$ cat src/rtl/cpu_pkg.sv
// Shared CPU definitions: instruction field widths, bit positions and the NOP word.
// Decode and the IF/ID register both slice instructions using these constants.
package cpu_pkg;

    localparam int DATA_W   = 32;
    localparam int OPCODE_W = 6;
    localparam int REG_W    = 5;
    localparam int IMM_W    = 16;

    localparam int OPCODE_MSB = 31;
    localparam int OPCODE_LSB = 26;
    localparam int RS_MSB     = 25;
    localparam int RS_LSB     = 21;
    localparam int RT_MSB     = 20;
    localparam int RT_LSB     = 16;
    localparam int RD_MSB     = 15;
    localparam int RD_LSB     = 11;
    localparam int IMM_MSB    = 15;
    localparam int IMM_LSB    = 0;

    localparam logic [31:0] NOP_INSTR = 32'h0000_0000;

    typedef enum logic [5:0] {
        OP_RTYPE = 6'h00,
        OP_J     = 6'h02,
        OP_BEQ   = 6'h04,
        OP_ADDI  = 6'h08,
        OP_LW    = 6'h23,
        OP_SW    = 6'h2B
    } opcode_e;

endpackage

$ cat src/rtl/pipe_skid_buf.sv
// Two-entry (main + skid) valid/ready pipeline buffer with flush and registered outputs.
// When the main entry empties, the EMPTY_MASK bits of its payload are forced to EMPTY_DATA.
module pipe_skid_buf #(
    parameter int           W          = 64,
    parameter logic [W-1:0] RST_DATA   = '0,
    parameter logic [W-1:0] EMPTY_MASK = '0,
    parameter logic [W-1:0] EMPTY_DATA = '0
) (
    input  logic         clk,
    input  logic         reset_n,
    input  logic         i_valid,
    output logic         o_ready,
    input  logic [W-1:0] i_data,
    input  logic         i_flush,
    output logic         o_valid,
    input  logic         i_ready,
    output logic [W-1:0] o_data
);

    logic         m_valid_r, s_valid_r, ready_r;
    logic [W-1:0] m_data_r, s_data_r;
    logic         m_valid_s, s_valid_s;
    logic [W-1:0] m_data_s, s_data_s;
    logic         accept_s, emit_s;

    function automatic logic [W-1:0] empty_fill(input logic [W-1:0] d);
        return (d & ~EMPTY_MASK) | (EMPTY_DATA & EMPTY_MASK);
    endfunction

    // Next-state selection for the main and skid entries.
    always_comb begin
        accept_s  = i_valid && ready_r;
        emit_s    = m_valid_r && i_ready;
        m_valid_s = m_valid_r;
        m_data_s  = m_data_r;
        s_valid_s = s_valid_r;
        s_data_s  = s_data_r;
        if (i_flush) begin
            m_valid_s = 1'b0;
            m_data_s  = empty_fill(m_data_r);
            s_valid_s = 1'b0;
        end else if (!m_valid_r || (emit_s && !s_valid_r)) begin
            if (accept_s) begin
                m_valid_s = 1'b1;
                m_data_s  = i_data;
            end else begin
                m_valid_s = 1'b0;
                m_data_s  = empty_fill(m_data_r);
            end
        end else if (emit_s) begin
            // Skid drains into main; ready_r was low so accept_s is normally 0 here.
            m_valid_s = 1'b1;
            m_data_s  = s_data_r;
            s_valid_s = accept_s;
            if (accept_s) begin
                s_data_s = i_data;
            end else begin
                s_data_s = s_data_r;
            end
        end else begin
            if (accept_s) begin
                s_valid_s = 1'b1;
                s_data_s  = i_data;
            end else begin
                s_valid_s = s_valid_r;
                s_data_s  = s_data_r;
            end
        end
    end

    // Entry storage and registered ready.
    always_ff @(posedge clk or negedge reset_n) begin
        if (!reset_n) begin
            m_valid_r <= 1'b0;
            s_valid_r <= 1'b0;
            m_data_r  <= RST_DATA;
            s_data_r  <= RST_DATA;
            ready_r   <= 1'b1;
        end else begin
            m_valid_r <= m_valid_s;
            s_valid_r <= s_valid_s;
            m_data_r  <= m_data_s;
            s_data_r  <= s_data_s;
            ready_r   <= !s_valid_s;
        end
    end

    assign o_valid = m_valid_r;
    assign o_data  = m_data_r;
    assign o_ready = ready_r;

endmodule

$ cat src/rtl/if_id_pipe_reg.sv
// IF/ID pipeline register: skid-buffered {pc4, instr} plus decode field slicing.
// Optional macro IFID_STALL_CNT_EN adds a saturating decode-stall cycle counter (o_stall_cnt).
module if_id_pipe_reg
    import cpu_pkg::*;
#(
    parameter int                 DATA_W    = 32,
    parameter logic [DATA_W-1:0]  NOP_INSTR = 32'h0000_0000
) (
    input  logic                clk,
    input  logic                reset_n,
    input  logic                i_valid,
    output logic                o_ready,
    input  logic [DATA_W-1:0]   i_pc4,
    input  logic [DATA_W-1:0]   i_instr,
    input  logic                i_flush,
    output logic                o_valid,
    input  logic                i_ready,
    output logic [DATA_W-1:0]   o_pc4,
    output logic [DATA_W-1:0]   o_instr,
    output logic [OPCODE_W-1:0] o_opcode,
    output logic [REG_W-1:0]    o_rs,
    output logic [REG_W-1:0]    o_rt,
    output logic [REG_W-1:0]    o_rd,
`ifdef IFID_STALL_CNT_EN
    output logic [31:0]         o_stall_cnt,
`endif
    output logic [IMM_W-1:0]    o_imm16
);

    localparam int PW = 2 * DATA_W;
    // pc4 survives emptying/flush; only the instruction half reverts to NOP.
    localparam logic [PW-1:0] RST_PAYLOAD = {{DATA_W{1'b0}}, NOP_INSTR};
    localparam logic [PW-1:0] EMPTY_MASK  = {{DATA_W{1'b0}}, {DATA_W{1'b1}}};
    localparam logic [PW-1:0] EMPTY_DATA  = {{DATA_W{1'b0}}, NOP_INSTR};

    logic [PW-1:0] payload_s;

    pipe_skid_buf #(
        .W          (PW),
        .RST_DATA   (RST_PAYLOAD),
        .EMPTY_MASK (EMPTY_MASK),
        .EMPTY_DATA (EMPTY_DATA)
    ) u_skid (
        .clk     (clk),
        .reset_n (reset_n),
        .i_valid (i_valid),
        .o_ready (o_ready),
        .i_data  ({i_pc4, i_instr}),
        .i_flush (i_flush),
        .o_valid (o_valid),
        .i_ready (i_ready),
        .o_data  (payload_s)
    );

    assign o_pc4    = payload_s[PW-1:DATA_W];
    assign o_instr  = payload_s[DATA_W-1:0];
    assign o_opcode = o_instr[OPCODE_MSB:OPCODE_LSB];
    assign o_rs     = o_instr[RS_MSB:RS_LSB];
    assign o_rt     = o_instr[RT_MSB:RT_LSB];
    assign o_rd     = o_instr[RD_MSB:RD_LSB];
    assign o_imm16  = o_instr[IMM_MSB:IMM_LSB];

`ifdef IFID_STALL_CNT_EN
    logic [31:0] stall_cnt_r;

    // Saturating count of cycles where decode holds a valid entry; only reset clears it.
    always_ff @(posedge clk or negedge reset_n) begin
        if (!reset_n) begin
            stall_cnt_r <= 32'h0000_0000;
        end else if (o_valid && !i_ready && (stall_cnt_r != 32'hFFFF_FFFF)) begin
            stall_cnt_r <= stall_cnt_r + 32'd1;
        end else begin
            stall_cnt_r <= stall_cnt_r;
        end
    end

    assign o_stall_cnt = stall_cnt_r;
`endif

endmodule

$ cat config.mk
export PLATFORM = sky130hd
export DESIGN_NAME = if_id_pipe_reg
export DESIGN_NICKNAME = d
export VERILOG_FILES = /design/src/rtl/cpu_pkg.sv /design/src/rtl/pipe_skid_buf.sv /design/src/rtl/if_id_pipe_reg.sv
export SDC_FILE = /design/constraint.sdc
export NUM_CORES = 1
export LEC_CHECK = 0
export CELL_PAD_IN_SITES_DETAIL_PLACEMENT = 0
export CELL_PAD_IN_SITES_GLOBAL_PLACEMENT = 1
export CORE_UTILIZATION = 37
export CTS_BUF_LIST = sky130_fd_sc_hd__clkbuf_16
export DETAILED_ROUTE_END_ITERATION = 7
export PLACE_DENSITY = 0.84
export SYNTH_ARGS = -nofsm -noshare
export SYNTH_HDL_FRONTEND = slang
export SYNTH_SLANG_ARGS = --single-unit
$ cat constraint.sdc
create_clock -name clk -period 1.9 [get_ports clk]
set_input_delay 0.38 -clock clk [delete_from_list [all_inputs] [get_ports clk]]
set_output_delay 0.38 -clock clk [all_outputs]
set_load 0.01 [all_outputs]
; ---- Word-level counts from Yosys, hierarchy flattened
; Index checks and enable logic that the tools add are counted.
[totals]
regBits = 131
output_inout_bits = 103
in_bits = 69
elab_cells = 32
[op_classes]
n_reduce_logical = 11
muxes = 12
bitwise = 2
eq_ne = 1
[op_table]
columns = operator, count
row1 = $mux W64, 3
row2 = $mux W32, 1
row3 = $mux W1, 8
row4 = $reduce_and A3 Y1, 2
row5 = $logic_and A1 B1 Y1, 3
row6 = $logic_not A1 Y1, 3
row7 = $reduce_bool A3 Y1, 1
row8 = $ne A2 B1 Y1 const B, 1
row9 = $not A1 Y1, 2
row10 = $reduce_bool A2 Y1, 1
row11 = $logic_or A1 B1 Y1, 1

; ---- Longest topological paths before layout
[depth]
depth_word = 6
mapped_depth = 7

; ---- Modules after synthesis
; From an unflattened synthesis, not the netlist that was laid out.
[hier_totals]
hier_cells = 573
area_unflattened_um2 = 6208.5
[by_module_without_submodules]
columns = mod, n_inst, cells_each, area_each_um2, seq_area_each_um2
row1 = pipe_skid_buf, 1, 536, 5930.7, 3279.4
row2 = if_id_pipe_reg, 1, 37, 277.8, 0.0

; ---- Worst setup path after synthesis
; OpenSTA, ideal clock, no wires.
[synth_path]
path_type = register to register
start = register u_skid.ready_r (netlist: u_skid.o_ready)
end = register u_skid.s_data_r[0]
t_required_ns = 1.775
synth_period_minus_slack_ns = 1.612
setup_time_ns = 0.125
path_stages_with_launch = 6
n_path_buf = 2
arrival_time_ns = 1.487
slack_ns = 0.288
path_cell_list = dfstp_2 and2_1 and3_4 buf_8 buf_12 mux2_4
[synth_between]
elab_chain_cells = 2
[synth_lines]
columns = item, line
row1 = "start, declared", pipe_skid_buf.sv:20  ; logic m_valid_r, s_valid_r, ready_r;
row2 = "start signal, assigned", pipe_skid_buf.sv:84  ; ready_r <= !s_valid_s;
row3 = $logic_and A1 B1 Y1, pipe_skid_buf.sv:32  ; accept_s = i_valid && ready_r;
row4 = $reduce_and A3 Y1 (no source line), -
row5 = "end signal, assigned", pipe_skid_buf.sv:83  ; s_data_r <= s_data_s;
row6 = "end, declared", pipe_skid_buf.sv:21  ; logic [W-1:0] m_data_r, s_data_r;
; Every way passes these cells.
; A chain may end at the register's enable or synchronous reset.

; ---- Worst setup path after layout
[layout_path]
start = register u_skid.m_data_r[7] (netlist: u_skid.o_data[7])
end = output port o_imm16[7]
[layout_rtl]
columns = item, line
row1 = "start, declared", pipe_skid_buf.sv:21
row2 = "start signal, assigned", pipe_skid_buf.sv:82  ; m_data_r <= m_data_s;
row3 = "end, declared", if_id_pipe_reg.sv:27  ; output logic [IMM_W-1:0] o_imm16
; No word-level cell between the ends.

==> out/qor.yml <==
outcome:
  status: "finished, final reports clean"
grt:
  grt_usage: 0.181
  grt_pass1_wl_um: 23000
  antenna_found_initial: 0
  overflow: 0
  grt_pass1_vias: 4421
  grt_max_degree: 59
floorplan:
  io_pins: 172
  dieArea_sq_um: 16800
  fp.dieW_um: 129
  core-area_sq_um: 15900
  rows: 46
  die_height_um: 129
  start_util: 0.378
clock_network:
  cts-root-buf: "clkbuf_16"
  cts_tree: "yes"
  cts_buffer_depth: 2
  clock_latency_ns: 0.42
  clk_pin_slew_ns: 0.06
  clock-sinks: 131
  cts_buffers: 17
  cts_max_level: 4
synthesis:
  syn_avg_cell_area_sq_um: 12.2
  yosys_warnings: 0
  syn-num-nets: 561
  syn_area_sq_um: 6010
  synth-seq-area-share: 0.546
  synth_cell_types: 30
  synth_cells: 492
  synth_seq_cells: 131
sta:
  finalCriticalPeriod_ns: 1.76
  slew_violations: 0
  fin_hold_ws_ns: 0.402
  final-hold-violation-count: 0
  setup_tns_ns: 0
  setup_viol: 0
  fmax_mhz: 568
  rsz0062_at_grt: "no"
  fin_skew_ns: 0.0112
  relSlewSlack: 0.689
  worstMarginPinSlew_ns: 0.466
  period_share: 0.927
  layout_setup_ws_ns: 0.139
critical_path:
  cpMaxStageDelayCell: "clkdlybuf4s50_1"
  worst_setup_path_start_kind: "register"
  crit_buf_inv: 1
  max_stage_delay_ns: 0.56
  r2r-start: "u_skid.o_valid"
  r2r_cells: 7
  cp_data_required_time_ns: 1.52
  cp.arrival_ns: 1.38
  crit_type: "register to primary output"
  r2r_slack_ns: 0.20
  r2r_end: "u_skid.o_data[26]"
  cp_cell_sequence: "clkdlybuf4s50_1"
  critPathCaptureType: "primary output"
  cp_max_fo: 3
  cp_top_family: "buffers and inverters"
layout:
  drive_gt1_frac: 0.190
  final_nets: 704
  final_util: 0.528
  stdcell_count: 864
  syn2layout_area_growth_pct: 39.5
  stdcell_area_sq_um: 8390
detailed_routing:
  drt_iter0_markers: 262
  route.detailed.drc: 0
  final_antenna_net_count: 0
  firstDrtPassIters: 8
  routed_wl_um: 14600
  vias_per_cell: 5.04
  vias: 4355
  wl_per_cell_um: 16.9
power:
  leakagePower_nw: 3.71
  power.density_nw_per_um2: 1130
  power_mw: 9.45
  p_sw_mw: 2.43
  switching_share: 0.257
  peakVddDrop_mv: 0.637
  seqPwrFrac: 0.413
  combPwrFrac: 0.225
  clkPwrFrac: 0.362
  p_int_mw: 7.03
placed_design:
  dpl_worst_slack_ns: -0.112
  placedCellCount: 830
  port_buffers: 171
  placed_area_sq_um: 7750
  place_congestion: 0.785
  dp.final_hpwl_um: 9710
job:
  maxCapViolCount: 0
min_path:
  holdCritPathClass: "input pin to async pin"
[final cells by class]
class / instances / area (sq um)
diodes: 1 / 2.50
clock buffers: 17 / 425
clock inverters: 14 / 189
fillers: 1344 / 7500
inverters: 27 / 101
multi-input cells: 261 / 2080
flip-flops and latches: 131 / 3280
well taps: 216 / 270
repair buffers: 197 / 2040
[cells in the final DEF (no fill, tap or decap), types with 10 or more instances in the layout]
cell type,instances
inv_1,26
mux2_4,60
nand2_1,43
clkbuf_16,17
nor2_1,33
buf_12,10
a222oi_1,26
clkdlybuf4s50_1,168
buf_4,15
a31oi_1,32
nand3_1,38
dfrtp_1,130
[layer usage]
layer,vias to the layer above,share of wire,global-route usage
met2,191,0.49,0.304
met3,16,0.071,0.0586
met1,2166,0.43,0.219
met5,-,0,0
li1,1982,-,-
met4,0,0.012,0.0636
[how the worst max path moves through the flow]
stage | slack, ns | depth (start not counted) | from | end
5_1_grt | 0.06 | 1 | u_skid.o_data[16] | o_instr[16]
3_3_place_gp | -0.07 | 5 | i_valid | u_skid.s_data_r[36]
2_1_floorplan | 0.29 | 5 | u_skid.o_ready | u_skid.s_data_r[0]
4_1_cts | 0.009 | 2 | u_skid.o_valid | o_valid
6_report | 0.14 | 1 | u_skid.o_data[7] | o_imm16[7]
3_5_place_dp | -0.11 | 5 | i_valid | u_skid.s_data_r[37]
[Yosys cell counts]
master    instances  share of area
dfrtp_1         130           0.54
mux2_4           60           0.15
nand2_1          43          0.027
buf_4            40          0.050
nand3_1          38          0.032
nor2_1           33          0.021
a31oi_1          32          0.033
a222oi_1         26          0.043
inv_1            26          0.016
buf_2            15          0.012
clkbuf_1          9         0.0056
a22o_1            6         0.0087
buf_12            6          0.020
o21ai_1           6         0.0050
mux2_1            4         0.0075
nor2b_1           3         0.0031
and2_1            2         0.0021
a211oi_2          1         0.0021
a211oi_4          1         0.0033
a21o_1            1         0.0012
and3_1            1         0.0010
and3_4            1         0.0019
buf_1             1        0.00062
buf_6             1         0.0019
buf_8             1         0.0025
dfstp_2           1         0.0044
inv_2             1        0.00062
nand2b_1          1         0.0010
o21ai_0           1        0.00083
or2_1             1         0.0010
[cell families after synthesis]
kind of cell | after synthesis | synth area share
AOI/OAI and AO/OA | 74 | 0.0978
DFF | 131 | 0.546
and+or+nand+nor | 123 | 0.0893
muxes | 64 | 0.157
buffers and inverters | 100 | 0.110
[state kept, by name (all words and copies together), names as in the netlist]
name,cells
u_skid.s_valid_r,1
u_skid.o_valid,1
u_skid.s_data_r,64
u_skid.o_ready,1
u_skid.o_data,64
[power groups by stage]
stage                     Sequential, mW  Combinational, mW  Clock [mW]
after floorplan                     3.92               1.17           0
after global placement              3.90               2.07           0
after detailed placement            3.92               2.14           0
after CTS                           3.90               2.15        3.50
after global routing                3.98               2.29        3.64
final                               3.91               2.13        3.42
[repair_timing]
| action | in CTS | in global routing |
|---|---|---|
| endpoints found under the hold margin | 25 | 0 |
| setup endpoints to repair | 2 | 1 |
| gates resized for setup | 1 | 1 |
| hold buffers | 1 | 0 |
| setup buffers | 1 | 0 |
| pin swaps | 0 | 0 |
Note: power is estimated with default switching activity, not from simulation.
